==> src/rtl/izh_neuron_update_ctrl_pkg.sv <==
// Shared definitions for the neuron update controller: FSM encoding and
// the layout of the datapath event word.
package izh_neuron_update_ctrl_pkg;

    typedef enum logic [1:0] {
        ST_IDLE = 2'd0,
        ST_RD   = 2'd1,
        ST_EVAL = 2'd2,
        ST_WR   = 2'd3
    } state_t;

    // event_out[SPK_BIT] is the spike flag; the bits below it carry burst info.
    localparam int SPK_BIT = 6;

endpackage

==> src/rtl/izh_spk_buf.sv <==
// One-entry valid/ready register slice holding the most recent spike word.
// A full slice can accept a new entry in the same cycle its entry is popped.
module izh_spk_buf
    import izh_neuron_update_ctrl_pkg::*;
#(
    parameter int W = 14
) (
    input  logic         CLK,
    input  logic         RST,
    input  logic         push,
    input  logic [W-1:0] push_data,
    input  logic         ready,
    output logic         valid,
    output logic [W-1:0] data,
    output logic         can_push
);

    logic         valid_reg;
    logic [W-1:0] data_reg;

    assign can_push = ~valid_reg | ready;
    assign valid    = valid_reg;
    assign data     = data_reg;

    // data_reg only changes on an accepted push, which keeps it stable while stalled.
    always_ff @(posedge CLK) begin
        if (RST) begin
            valid_reg <= 1'b0;
            data_reg  <= '0;
        end else if (push && can_push) begin
            valid_reg <= 1'b1;
            data_reg  <= push_data;
        end else if (ready) begin
            valid_reg <= 1'b0;
        end
    end

endmodule

==> src/rtl/izh_neuron_update_ctrl.sv <==
// Read-modify-write sequencer for the neuron state SRAM, arbitrating between
// single-neuron synaptic updates and full time-reference sweeps.
module izh_neuron_update_ctrl
    import izh_neuron_update_ctrl_pkg::*;
#(
    parameter int N   = 256,
    parameter int N_W = 8
) (
    input  logic           CLK,
    input  logic           RST,
    input  logic           syn_req,
    input  logic [N_W-1:0] syn_neur,
    input  logic [2:0]     syn_weight,
    input  logic           syn_sign,
    output logic           syn_ack,
    input  logic           tref_req,
    output logic           tref_ack,
    input  logic           burst_end_in,
    output logic           sram_cs,
    output logic           sram_we,
    output logic [N_W-1:0] sram_addr,
    output logic           nrn_syn_event,
    output logic           nrn_time_ref,
    output logic [2:0]     nrn_weight,
    output logic           nrn_sign,
    output logic           nrn_burst_end,
    input  logic [6:0]     nrn_event_out,
    output logic           spk_valid,
    output logic [N_W+5:0] spk_data,
    input  logic           spk_ready,
    output logic           busy
);

    localparam logic [N_W-1:0] LAST_NEUR = N_W'(N - 1);

    state_t         state_reg;
    logic           tref_mode_reg;
    logic [N_W-1:0] cnt_reg;
    logic [N_W-1:0] neur_reg;
    logic [2:0]     weight_reg;
    logic           sign_reg;
    logic           burst_end_reg;

    logic           spike;
    logic           can_push;
    logic           spk_push;
    logic           in_eval_or_wr;

    assign spike         = nrn_event_out[SPK_BIT];
    assign spk_push      = (state_reg == ST_EVAL) && spike && can_push;
    assign in_eval_or_wr = (state_reg == ST_EVAL) || (state_reg == ST_WR);

    always_ff @(posedge CLK) begin
        if (RST) begin
            state_reg     <= ST_IDLE;
            tref_mode_reg <= 1'b0;
            cnt_reg       <= '0;
            neur_reg      <= '0;
            weight_reg    <= '0;
            sign_reg      <= 1'b0;
            burst_end_reg <= 1'b0;
        end else begin
            case (state_reg)
                ST_IDLE: begin
                    if (tref_req) begin
                        tref_mode_reg <= 1'b1;
                        cnt_reg       <= '0;
                        burst_end_reg <= burst_end_in;
                        state_reg     <= ST_RD;
                    end else if (syn_req) begin
                        tref_mode_reg <= 1'b0;
                        neur_reg      <= syn_neur;
                        weight_reg    <= syn_weight;
                        sign_reg      <= syn_sign;
                        burst_end_reg <= burst_end_in;
                        state_reg     <= ST_RD;
                    end
                end
                ST_RD: state_reg <= ST_EVAL;
                ST_EVAL: begin
                    // A spike that cannot be buffered holds the update before write-back.
                    if (!spike || can_push) begin
                        state_reg <= ST_WR;
                    end
                end
                ST_WR: begin
                    if (tref_mode_reg && (cnt_reg != LAST_NEUR)) begin
                        cnt_reg   <= cnt_reg + 1'b1;
                        state_reg <= ST_RD;
                    end else begin
                        state_reg <= ST_IDLE;
                    end
                end
                default: state_reg <= ST_IDLE;
            endcase
        end
    end

    assign busy          = (state_reg != ST_IDLE);
    assign sram_cs       = (state_reg == ST_RD) || (state_reg == ST_WR);
    assign sram_we       = (state_reg == ST_WR);
    assign sram_addr     = tref_mode_reg ? cnt_reg : neur_reg;
    assign nrn_syn_event = in_eval_or_wr;
    assign nrn_time_ref  = in_eval_or_wr && tref_mode_reg;
    assign nrn_weight    = weight_reg;
    assign nrn_sign      = sign_reg;
    assign nrn_burst_end = burst_end_reg;
    assign syn_ack       = (state_reg == ST_WR) && !tref_mode_reg;
    assign tref_ack      = (state_reg == ST_WR) && tref_mode_reg && (cnt_reg == LAST_NEUR);

    izh_spk_buf #(
        .W(N_W + 6)
    ) u_spk_buf (
        .CLK      (CLK),
        .RST      (RST),
        .push     (spk_push),
        .push_data({sram_addr, nrn_event_out[SPK_BIT-1:0]}),
        .ready    (spk_ready),
        .valid    (spk_valid),
        .data     (spk_data),
        .can_push (can_push)
    );

endmodule
==> config.mk <==
export PLATFORM = sky130hd
export DESIGN_NAME = izh_neuron_update_ctrl
export DESIGN_NICKNAME = d
export VERILOG_FILES = /design/src/rtl/izh_neuron_update_ctrl_pkg.sv /design/src/rtl/izh_spk_buf.sv /design/src/rtl/izh_neuron_update_ctrl.sv
export SDC_FILE = /design/constraint.sdc
export NUM_CORES = 1
export LEC_CHECK = 0
export ABC_AREA = 1
export BUFFER_PORTS_ARGS = -buffer_cell sky130_fd_sc_hd__buf_2
export CAP_MARGIN = 20
export CORE_MARGIN = 1.5
export CORE_UTILIZATION = 54
export DETAILED_ROUTE_END_ITERATION = 16
export PLACE_DENSITY_LB_ADDON = 0.3
export SYNTH_ARGS = -nofsm -noshare
export SYNTH_HDL_FRONTEND = slang
export SYNTH_SLANG_ARGS = --single-unit
==> constraint.sdc <==
create_clock -name CLK -period 4.7 [get_ports CLK]
set_clock_uncertainty 0.1 [all_clocks]
set_input_delay 0.47 -clock CLK [delete_from_list [all_inputs] [get_ports CLK]]
set_output_delay 0.47 -clock CLK [all_outputs]
set_load 0.05 [all_outputs]
==> run_results.csv, run 1 <==
group,metric,value,unit
status,status,"finished, final reports clean",
setup_path,end_kind,"primary output",
setup_path,reg2reg_slack,2650,ps
logic_synthesis,yosysTopAreaCell,"dfxtp_1",
routing,drt_first_pass_iters,4,
logic_synthesis,ys_seq_area_share,42.8,%
placement,gp_congestion,0.841,
floorplanning,initial_core_util,58.4,%
final_layout,largest_reg_flops,14,
sta,fin_setup_tns,0,ps
clock_tree,cts_tree,"built",
sta,setup_viol,0,
routing,post_drt_wl_per_cell,11.0,microns
sta,fmax,0.445,GHz
setup_path,crit_path_top_delay_cell,"dfxtp_1",
sta,fin_crit_sh,47.8,%
floorplanning,dieArea,3740,sq um
setup_path,crit_arrival,1680,ps
routing,vias,1791,
setup_path,r2r_end,"neur_reg[1]$_SDFFE_PP0P_",
routing,drt-initial-drc-count,84,
final_layout,num-nets-final,349,
routing,drc_errors,0,
clock_tree,cts_num_sinks,39,
routing,antenna_left,0,
logic_synthesis,ys_seq_elements,39,
global_route,grt_max_degree,26,
setup_path,crit_family,"flip-flops",
floorplanning,num_rows,20,
sta,report.final.slew_viol_count,0,
sta,rsz0062_at_grt,"false",
logic_synthesis,syn_inst,262,
global_route,grt_pass1_vias,1463,
global_route,grt_pass1_wl,6330,microns
sta,period_needed,2250,ps
clock_tree,cts-resized-gates,0,
placement,place_hpwl,2950,microns
floorplanning,io_pins,60,
placement,placed_cells,356,
logic_synthesis,syn_nets,292,
logic_synthesis,syn_area_per_cell,6.97,sq um
setup_path,cp-start-kind,"flip-flop",
setup_path,max_stage_delay,720,ps
logic_synthesis,synth_cell_type_count,21,
clock_tree,numCtsBuffers,5,
global_route,grtUsageTotal,22.9,%
logic_synthesis,synth.top_cell.area_share,42.8,%
placement,io_buffers,59,
clock_tree,clk_pin_slew,120,ps
job,maxCapViolCount,0,
power,pwr_density_cell,546,nW/um^2
clock_tree,clock_latency,350,ps
power,vdd_drop_max,265,uV
final_layout,drive_gt1_share,26.3,%
global_route,grt_antenna_before_repair,0,
final_layout,area_growth,20.0,%
power,power.total,1.20,mW
setup_path,critical_path_class,"reg2out",
clock_tree,post_cts_buffers,0,
logic_synthesis,netlist_area,1830,sq um
logic_synthesis,synth_area_leaders,"dfxtp_1, nand2_1, nor2_1, o21ai_0, a21oi_1",
final_layout,final_cells,364,
setup_path,path_max_fanout,20,
final_layout,antenna_cells,0,
clock_tree,h-tree-depth,2,
sta,tightest_slew,616,ps
global_route,overflow,0,
sta,hold_viol,0,
setup_path,rr_worst_depth,7,
clock_tree,clockRootBuffer,"clkbuf_4",
hold_path,holdPathEnd,"nrn_burst_end$_SDFFE_PP0P_",
setup_path,crit_path_cell_trace,"nand2_1 > o21ai_0 > buf_2",
floorplanning,dieWidth,61.1,microns
hold_path,min_path_cells,3,
clock_tree,hold_buffers,0,
sta,maxSlewHeadroom,58.9,%
setup_path,critPathRequiredTime,4130,ps
routing,routed_wirelength,3990,microns
hold_path,min_path_type,"in2reg",
floorplanning,die_y,61.1,microns
routing,via_per_inst,4.92,
power,power_leakage,0.986,nW
clock_tree,cts_max_path_buffers,2,
floorplanning,core_area,3130,sq um
setup_path,critPathBufInv,1,
hold_path,holdCritStartpoint,"burst_end_in",
logic_synthesis,synth_warnings,0,
setup_path,r2r-start,"state_reg[1]$_SDFFE_PP0P_",
==> worst min-delay path: cells and delay by family <==
kind / cells / cell delay, ps
and+or+nand+nor: 2 / 110
buffers and inverters: 1 / 80
==> power breakdown <==
part / leakage, nW / switching, mW / total, mW / internal [mW]
Clock: 0.0282 / 0.112 / 0.169 / 0.0577
Sequential: 0.318 / 0.0433 / 0.434 / 0.391
Combinational: 0.640 / 0.447 / 0.592 / 0.145
==> final cells by class <==
cell class,instances,area [sq um]
fill,283,937
multi-input combinational,186,901
sequential,39,781
timing repair buffer,59,295
inverter,28,105
tap,44,55.1
clock buffer,6,41.3
clock inverter,2,12.5
==> worst max path at each step <==
stage | to | slack [ps] | cells after the start | from
3_5_place_dp | neur_reg[3]$_SDFFE_PP0P_ | 2680 | 7 | state_reg[1]$_SDFFE_PP0P_
4_1_cts | tref_ack | 2470 | 6 | cnt_reg[0]$_SDFFE_PP0P_
2_1_floorplan | syn_ack | 2360 | 3 | state_reg[0]$_SDFFE_PP0P_
3_3_place_gp | neur_reg[2]$_SDFFE_PP0P_ | 2810 | 7 | state_reg[0]$_SDFFE_PP0P_
6_report | sram_addr[7] | 2450 | 3 | tref_mode_reg$_SDFFE_PP0P_
5_1_grt | sram_addr[7] | 2310 | 3 | tref_mode_reg$_SDFFE_PP0P_
==> cell usage in the layout, fill, tap and decap left out <==
| cell type | count |
|---|---|
| ha_1 | 5 |
| clkinvlp_4 | 1 |
| clkbuf_1 | 1 |
| nand2_2 | 2 |
| o21bai_1 | 1 |
| nand2_4 | 3 |
| a21oi_1 | 21 |
| clkinv_2 | 1 |
| nor2_2 | 4 |
| o21a_1 | 1 |
| nor2_1 | 45 |
| clkbuf_4 | 5 |
| dfxtp_1 | 39 |
| xnor2_1 | 1 |
| inv_1 | 25 |
| nand2_1 | 51 |
| or2_2 | 2 |
| o21ai_0 | 33 |
| o21ai_1 | 2 |
| inv_2 | 3 |
| nand3_1 | 11 |
| a21oi_2 | 4 |
| buf_2 | 59 |
==> cell families (layout without fill, tap and decap cells) <==
kind of cell / Yosys count / after routing / synth area share [%]
flops: 39 / 39 / 42.8
compound gates: 62 / 62 / 18.1
simple gates: 118 / 118 / 27.3
xor+xnor: 1 / 1 / 0.480
buf+inv: 37 / 95 / 7.88
fa+ha+maj: 5 / 5 / 3.43
==> metrics by stage <==
step / area [sq um] / setup WS, ps / utilization (%) / hold WS (ps)
final: 2190 / 2450 / 70.0 / 237
after global routing: 2190 / 2310 / 70.0 / 245
after CTS: 2190 / 2470 / 70.0 / 238
after detailed placement: 2140 / 2680 / 68.3 / 344
after global placement: 2140 / 2810 / 68.3 / 335
after floorplan: 1830 / 2360 / - / 324
==> Yosys cell counts <==
master    number
or2_2          2
o21ai_0       33
inv_2          3
clkbuf_1       3
o21bai_1       1
nand2_2        2
buf_1          2
inv_1         25
o21a_1         1
nand3_1       11
nand2_1       51
xnor2_1        1
a21oi_2        4
nor2_1        45
buf_2          4
ha_1           5
nor2_2         4
nand2_4        3
dfxtp_1       39
o21ai_1        2
a21oi_1       21
==> layer usage <==
layer	up-vias	part of all wire, %	track usage, %
li1	942	-	-
met3	10	5.1	5.67
met5	-	0	0
met1	786	47	29.5
met2	53	46	36.2
met4	0	2.2	10.2
(Power assumes the default switching activity.)
==> run 2: changes to the inputs <==
--- a/config.mk
+++ b/config.mk
@@ -5,11 +5,11 @@
 export SDC_FILE = /design/constraint.sdc
 export NUM_CORES = 1
 export LEC_CHECK = 0
-export ABC_AREA = 1
+export ABC_AREA = 0
 export BUFFER_PORTS_ARGS = -buffer_cell sky130_fd_sc_hd__buf_2
 export CAP_MARGIN = 20
 export CORE_MARGIN = 1.5
-export CORE_UTILIZATION = 54
+export CORE_UTILIZATION = 44
 export DETAILED_ROUTE_END_ITERATION = 16
 export PLACE_DENSITY_LB_ADDON = 0.3
 export SYNTH_ARGS = -nofsm -noshare
==> constraint.sdc (replaced) <==
create_clock -name CLK -period 1.9 [get_ports CLK]
set_clock_uncertainty 0.1 [all_clocks]
set_input_delay 0.19 -clock CLK [delete_from_list [all_inputs] [get_ports CLK]]
set_output_delay 0.19 -clock CLK [all_outputs]
set_load 0.05 [all_outputs]
==> run_results.csv, run 2 <==
group,metric,value,unit
logic_synthesis,ys_seq_area_share,45.1,%
logic_synthesis,synth_cell_type_count,37,
placement,io_buffers,59,
global_route,grt_antenna_before_repair,0,
hold_path,min_path_type,"in2reg",
sta,hold_viol,0,
routing,drt-initial-drc-count,69,
sta,tightest_slew,572,ps
logic_synthesis,synth_xor_area_share,0,%
routing,via_per_inst,5.08,
clock_tree,clock_latency,300,ps
sta,setup_viol,0,
logic_synthesis,synth.top_cells.by_count,"nand2_1, dfxtp_1, a21oi_1",
logic_synthesis,synth_warnings,0,
sta,fmax,0.543,GHz
clock_tree,clockRootBuffer,"clkbuf_8",
logic_synthesis,ys_seq_elements,39,
final_layout,drive_gt1_share,36.8,%
logic_synthesis,syn_inst,211,
logic_synthesis,synth_ff_type,"dfxtp_1",
final_layout,final_util,62.2,%
final_layout,antenna_cells,0,
sta,fin_setup_tns,0,ps
placement,placed_cells,319,
logic_synthesis,syn_area_per_cell,8.21,sq um
global_route,grt_pass1_vias,1509,
setup_path,cp-start-kind,"flip-flop",
logic_synthesis,async_reset_ff_share,0,%
logic_synthesis,synthMuxAreaShare,6.94,%
logic_synthesis,synth-simple-area-share,24.8,%
clock_tree,cts_tree,"built",
setup_path,critPathRequiredTime,1610,ps
setup_path,end_kind,"primary output",
routing,vias,1666,
setup_path,crit_path_cell_trace,"inv_2 > ha_2 > or2_2 > and2_4 > buf_6",
logic_synthesis,synth_top_family_by_area,"simple AND/OR/NAND/NOR gates",
placement,gp_congestion,0.843,
setup_path,crit_arrival,1550,ps
setup_path,critical_path_class,"reg2out",
logic_synthesis,synth.most_common_cell,"nand2_1",
power,power_leakage,1.02,nW
clock_tree,hold_buffers,0,
power,power.total,2.91,mW
sta,whs,12.2,ps
routing,routed_wirelength,4140,microns
clock_tree,h-tree-depth,2,
logic_synthesis,netlist_area,1730,sq um
setup_path,crit_family,"simple AND/OR/NAND/NOR gates",
clock_tree,cts_num_sinks,39,
power,vdd_drop_max,1070,uV
final_layout,layout_common_cells,"nand2_1, buf_2, dfxtp_1",
floorplanning,initial_core_util,46.6,%
power,pwr_density_cell,1260,nW/um^2
clock_tree,cts_max_path_buffers,2,
floorplanning,io_pins,60,
logic_synthesis,syn_nets,241,
logic_synthesis,yosysTopAreaCell,"dfxtp_1",
logic_synthesis,synth_area_leaders,"dfxtp_1, nand2_1, a21oi_1, mux2_2, ha_1",
sta,period_needed,1840,ps
final_layout,area_growth,33.5,%
logic_synthesis,synth_edf_count,0,
setup_path,critPathBufInv,2,
job,maxCapViolCount,0,
routing,drc_errors,0,
sta,fin_crit_sh,96.9,%
global_route,grtUsageTotal,20.2,%
final_layout,fill_cells,356,
routing,drt_first_pass_iters,4,
floorplanning,die_y,65.7,microns
global_route,grt_max_degree,29,
logic_synthesis,synth-compound-area-share,16.3,%
sta,maxSlewHeadroom,61.8,%
logic_synthesis,synth.top_cell.area_share,45.1,%
setup_path,path_max_fanout,3,
final_layout,final_cells,328,
placement,place_hpwl,2920,microns
clock_tree,numCtsBuffers,5,
floorplanning,dieArea,4320,sq um
global_route,overflow,0,
floorplanning,num_rows,22,
final_layout,largest_reg_flops,14,
setup_path,crit_path_top_delay_cell,"dfxtp_4",
final_layout,num-nets-final,309,
clock_tree,clk_pin_slew,80,ps
logic_synthesis,synth_fa_ha_area_share,3.61,%
global_route,grt_pass1_wl,6510,microns
sta,report.final.slew_viol_count,0,
status,status,"finished, final reports clean",
final_layout,final_common_cell,"nand2_1",
floorplanning,dieWidth,65.7,microns
routing,post_drt_wl_per_cell,12.6,microns
setup_path,max_stage_delay,380,ps
floorplanning,core_area,3720,sq um
routing,antenna_left,0,
## run 2: cell types whose count changed in the layout (fill, tap and decap cells not counted), moves of 4 or more
cell and change:
buf_4 +12, a21oi_2 -4, nor2_2 -4, mux2_2 +8, inv_1 -21, clkbuf_4 -5
nand3_1 -7, clkbuf_8 +5, nor2_1 -39, o21ai_0 -31, a21oi_1 +9, nand2_1 +12
## run 2: path summary, 6_finish.rpt
kind | start | to | slack (ps) | cells past startpoint
worst max-delay path | state_reg[0]$_SDFFE_PP0P_ | nrn_time_ref | 60 | 5
worst min-delay path | burst_end_in | nrn_burst_end$_SDFFE_PP0P_ | 10 | 3
worst max register to register | cnt_reg[0]$_SDFFE_PP0P_ | cnt_reg[5]$_SDFFE_PP0P_ | 90 | 5
worst min register to register | u_spk_buf.data[1]$_SDFFE_PP0P_ | u_spk_buf.data[1]$_SDFFE_PP0P_ | 350 | 2
## run 2: cell families (layout without fill, tap and decap cells)
logic type | after synthesis | in the layout
AND/OR/NAND/NOR | 94 | 94
AO/OA/AOI/OAI | 47 | 47
flip-flops | 39 | 39
buffers and inverters | 15 | 84
multiplexers | 11 | 11
adder cells (fa/ha/maj) | 5 | 5
## run 2: area by class of cell
| cell class | count | area, sq um | area share [%] |
|---|---|---|---|
| clock buffers | 5 | 68.8 | 2.98 |
| repair buffers | 70 | 387 | 16.7 |
| well taps | 48 | 60.1 | 2.60 |
| multi-input cells | 157 | 941 | 40.7 |
| flip-flops and latches | 39 | 788 | 34.1 |
| inverters | 6 | 22.5 | 0.975 |
| clock inverters | 3 | 43.8 | 1.89 |
## run 2: what timing repair did
action,in CTS,in global routing
resized for setup,4,7
pin swaps,1,3
endpoints found under the hold margin,0,0
buffers inserted,1,0
setup endpoints to repair,2,4
## run 2: report_power, final
part / switching, mW / internal (mW) / leakage [nW]
registers: 0.0679 / 0.912 / 0.317
logic: 0.806 / 0.422 / 0.647
clock network: 0.311 / 0.391 / 0.0581
total: 1.18 / 1.73 / 1.02
## run 2: routing by layer
metal  GRT usage, %  wire length (microns)  share of wire (%)  vias up
met5              0                      0                  0        -
met4           7.03                     57                1.4        0
met3           7.02                    258                6.2        5
met2           34.8                   1960                 47       57
met1           23.1                   1860                 45      751
li1               -                      -                  -      853
## run 2: per-stage QoR
step / worst slack, ps / instance area [sq um]
floorplan: 0.657 / 1770
global placement: 14.8 / 2160
detailed placement: -28.9 / 2160
CTS: 2.89 / 2290
global route: -10.4 / 2310
finish: 59.2 / 2310
## run 2: tightest hold or removal path, cell delays in order
cell and delay, ps:
buf_2 70, mux2i_1 50, nor2_1 70
==> run 3: changes to the inputs <==
--- a/config.mk
+++ b/config.mk
@@ -5,13 +5,14 @@
 export SDC_FILE = /design/constraint.sdc
 export NUM_CORES = 1
 export LEC_CHECK = 0
-export ABC_AREA = 0
+export ABC_AREA = 1
 export BUFFER_PORTS_ARGS = -buffer_cell sky130_fd_sc_hd__buf_2
 export CAP_MARGIN = 20
 export CORE_MARGIN = 1.5
-export CORE_UTILIZATION = 44
+export CORE_UTILIZATION = 45
 export DETAILED_ROUTE_END_ITERATION = 16
 export PLACE_DENSITY_LB_ADDON = 0.3
+export REMOVE_ABC_BUFFERS = 1
 export SYNTH_ARGS = -nofsm -noshare
 export SYNTH_HDL_FRONTEND = slang
 export SYNTH_SLANG_ARGS = --single-unit
==> run_results.csv, run 3 (synthesized netlist as in run 1, its figures left out) <==
group,metric,value,unit
routing,drt-initial-drc-count,40,
hold_path,min_path_type,"in2reg",
clock_tree,cts_tree,"built",
setup_path,crit_arrival,1500,ps
routing,routed_wirelength,4050,microns
placement,dp_slack,148,ps
final_layout,antenna_cells,0,
final_layout,num-nets-final,355,
routing,drc_errors,0,
job,maxCapViolCount,0,
power,power.total,3.28,mW
setup_path,critPathLaunch,"cnt_reg[1]$_SDFFE_PP0P_",
power,pwr_density_cell,1420,nW/um^2
global_route,grt_antenna_before_repair,0,
floorplanning,die_y,66.7,microns
floorplanning,io_pins,60,
hold_path,min_path_cells,3,
floorplanning,dieWidth,66.7,microns
final_layout,largest_reg_flops,14,
global_route,overflow,0,
routing,wl_met1,1860,microns
floorplanning,num_rows,22,
global_route,grtUsageTotal,19.3,%
global_route,grt_pass1_vias,1581,
clock_tree,hold_buffers,0,
final_layout,area_growth,26.9,%
clock_tree,post_cts_buffers,0,
sta,fmax,0.558,GHz
floorplanning,core_area,3770,sq um
clock_tree,h-tree-depth,2,
floorplanning,initial_core_util,48.4,%
sta,maxSlewHeadroom,72.7,%
routing,vias,1782,
final_layout,fill_cells,359,
sta,period_needed,1790,ps
setup_path,r2r-start,"state_reg[0]$_SDFFE_PP0P_",
sta,hold_viol,0,
setup_path,r2r_end,"u_spk_buf.data[0]$_SDFFE_PP0P_",
setup_path,critPathRequiredTime,1610,ps
setup_path,path_max_fanout,4,
clock_tree,numCtsBuffers,5,
setup_path,cp-start-kind,"flip-flop",
setup_path,rr_worst_depth,8,
clock_tree,clk_pin_slew,70,ps
hold_path,holdPathEnd,"nrn_burst_end$_SDFFE_PP0P_",
clock_tree,clock_latency,290,ps
clock_tree,clockRootBuffer,"clkbuf_8",
final_layout,layout_common_cells,"buf_2, nand2_1, nor2_1",
floorplanning,dieArea,4450,sq um
clock_tree,cts_max_path_buffers,2,
placement,gp_congestion,0.809,
final_layout,final_common_cell,"buf_2",
global_route,grt_max_degree,24,
routing,antenna_left,0,
routing,drt_first_pass_iters,4,
sta,tightest_slew,409,ps
sta,fin_setup_tns,0,ps
sta,finalWorstSetupSlack,108,ps
sta,fin_crit_sh,94.3,%
power,power_leakage,1.05,nW
routing,wl_met2,1890,microns
sta,rsz0062_at_grt,"false",
sta,report.final.slew_viol_count,0,
placement,place_hpwl,3080,microns
routing,route.met3.wl,246,microns
final_layout,regArea,782,sq um
routing,via_per_inst,4.76,
status,status,"finished, final reports clean",
final_layout,drive_gt1_share,28.5,%
sta,setup_viol,0,
routing,highest_layer,"met4",
clock_tree,cts_num_sinks,39,
clock_tree,cts-resized-gates,0,
routing,post_drt_wl_per_cell,10.8,microns
global_route,grt_pass1_wl,6650,microns
power,vdd_drop_max,1020,uV
setup_path,end_kind,"primary output",
setup_path,critical_path_class,"reg2out",
final_layout,multi_input_area,908,sq um
hold_path,holdCritStartpoint,"burst_end_in",
placement,io_buffers,59,
sta,whs,51.1,ps
setup_path,reg2reg_slack,190,ps
-- run 3: layout make-up --
cell class / count / area share, %
Multi-Input combinational cell: 186 / 39.2
Sequential cell: 39 / 33.8
Timing Repair Buffer: 65 / 14.8
Inverter: 28 / 4.54
Clock buffer: 6 / 3.57
Tap cell: 48 / 2.59
Clock inverter: 2 / 1.51
-- run 3: worst max-delay path, stage by stage (launching register included) --
cell	delay (ps)
dfxtp_1	380
ha_2	220
inv_1	50
nor2_2	140
nand2_2	90
nor2_1	100
clkbuf_4	240
-- run 3: worst max path at each step --
stage                                           end  cells after the start
finish                                     tref_ack                      6
global route                                syn_ack                      4
CTS                                        tref_ack                      6
detailed placement         neur_reg[0]$_SDFFE_PP0P_                      8
global placement           neur_reg[3]$_SDFFE_PP0P_                      8
floorplan           u_spk_buf.data[10]$_SDFFE_PP0P_                      3
-- run 3: through the flow --
stage | std cells | utilization [%] | instance area, sq um
2_1_floorplan | 253 | - | 1790
3_3_place_gp | 366 | 58.0 | 2190
3_5_place_dp | 366 | 58.0 | 2190
4_1_cts | 374 | 61.1 | 2300
5_1_grt | 374 | 61.4 | 2320
6_report | 374 | 61.4 | 2320
-- run 3: where the power goes --
group / switching (mW) / leakage (nW) / internal [mW] / total, mW
sequential: 0.0852 / 0.318 / 0.968 / 1.05
combinational: 1.14 / 0.666 / 0.382 / 1.52
clock: 0.283 / 0.0612 / 0.425 / 0.708
-- run 3: routing by layer --
metal	GRT usage (%)	vias to the layer above
met2	34.0	40
met3	5.74	5
li1	-	958
met5	0	-
met4	6.12	0
met1	22.3	779
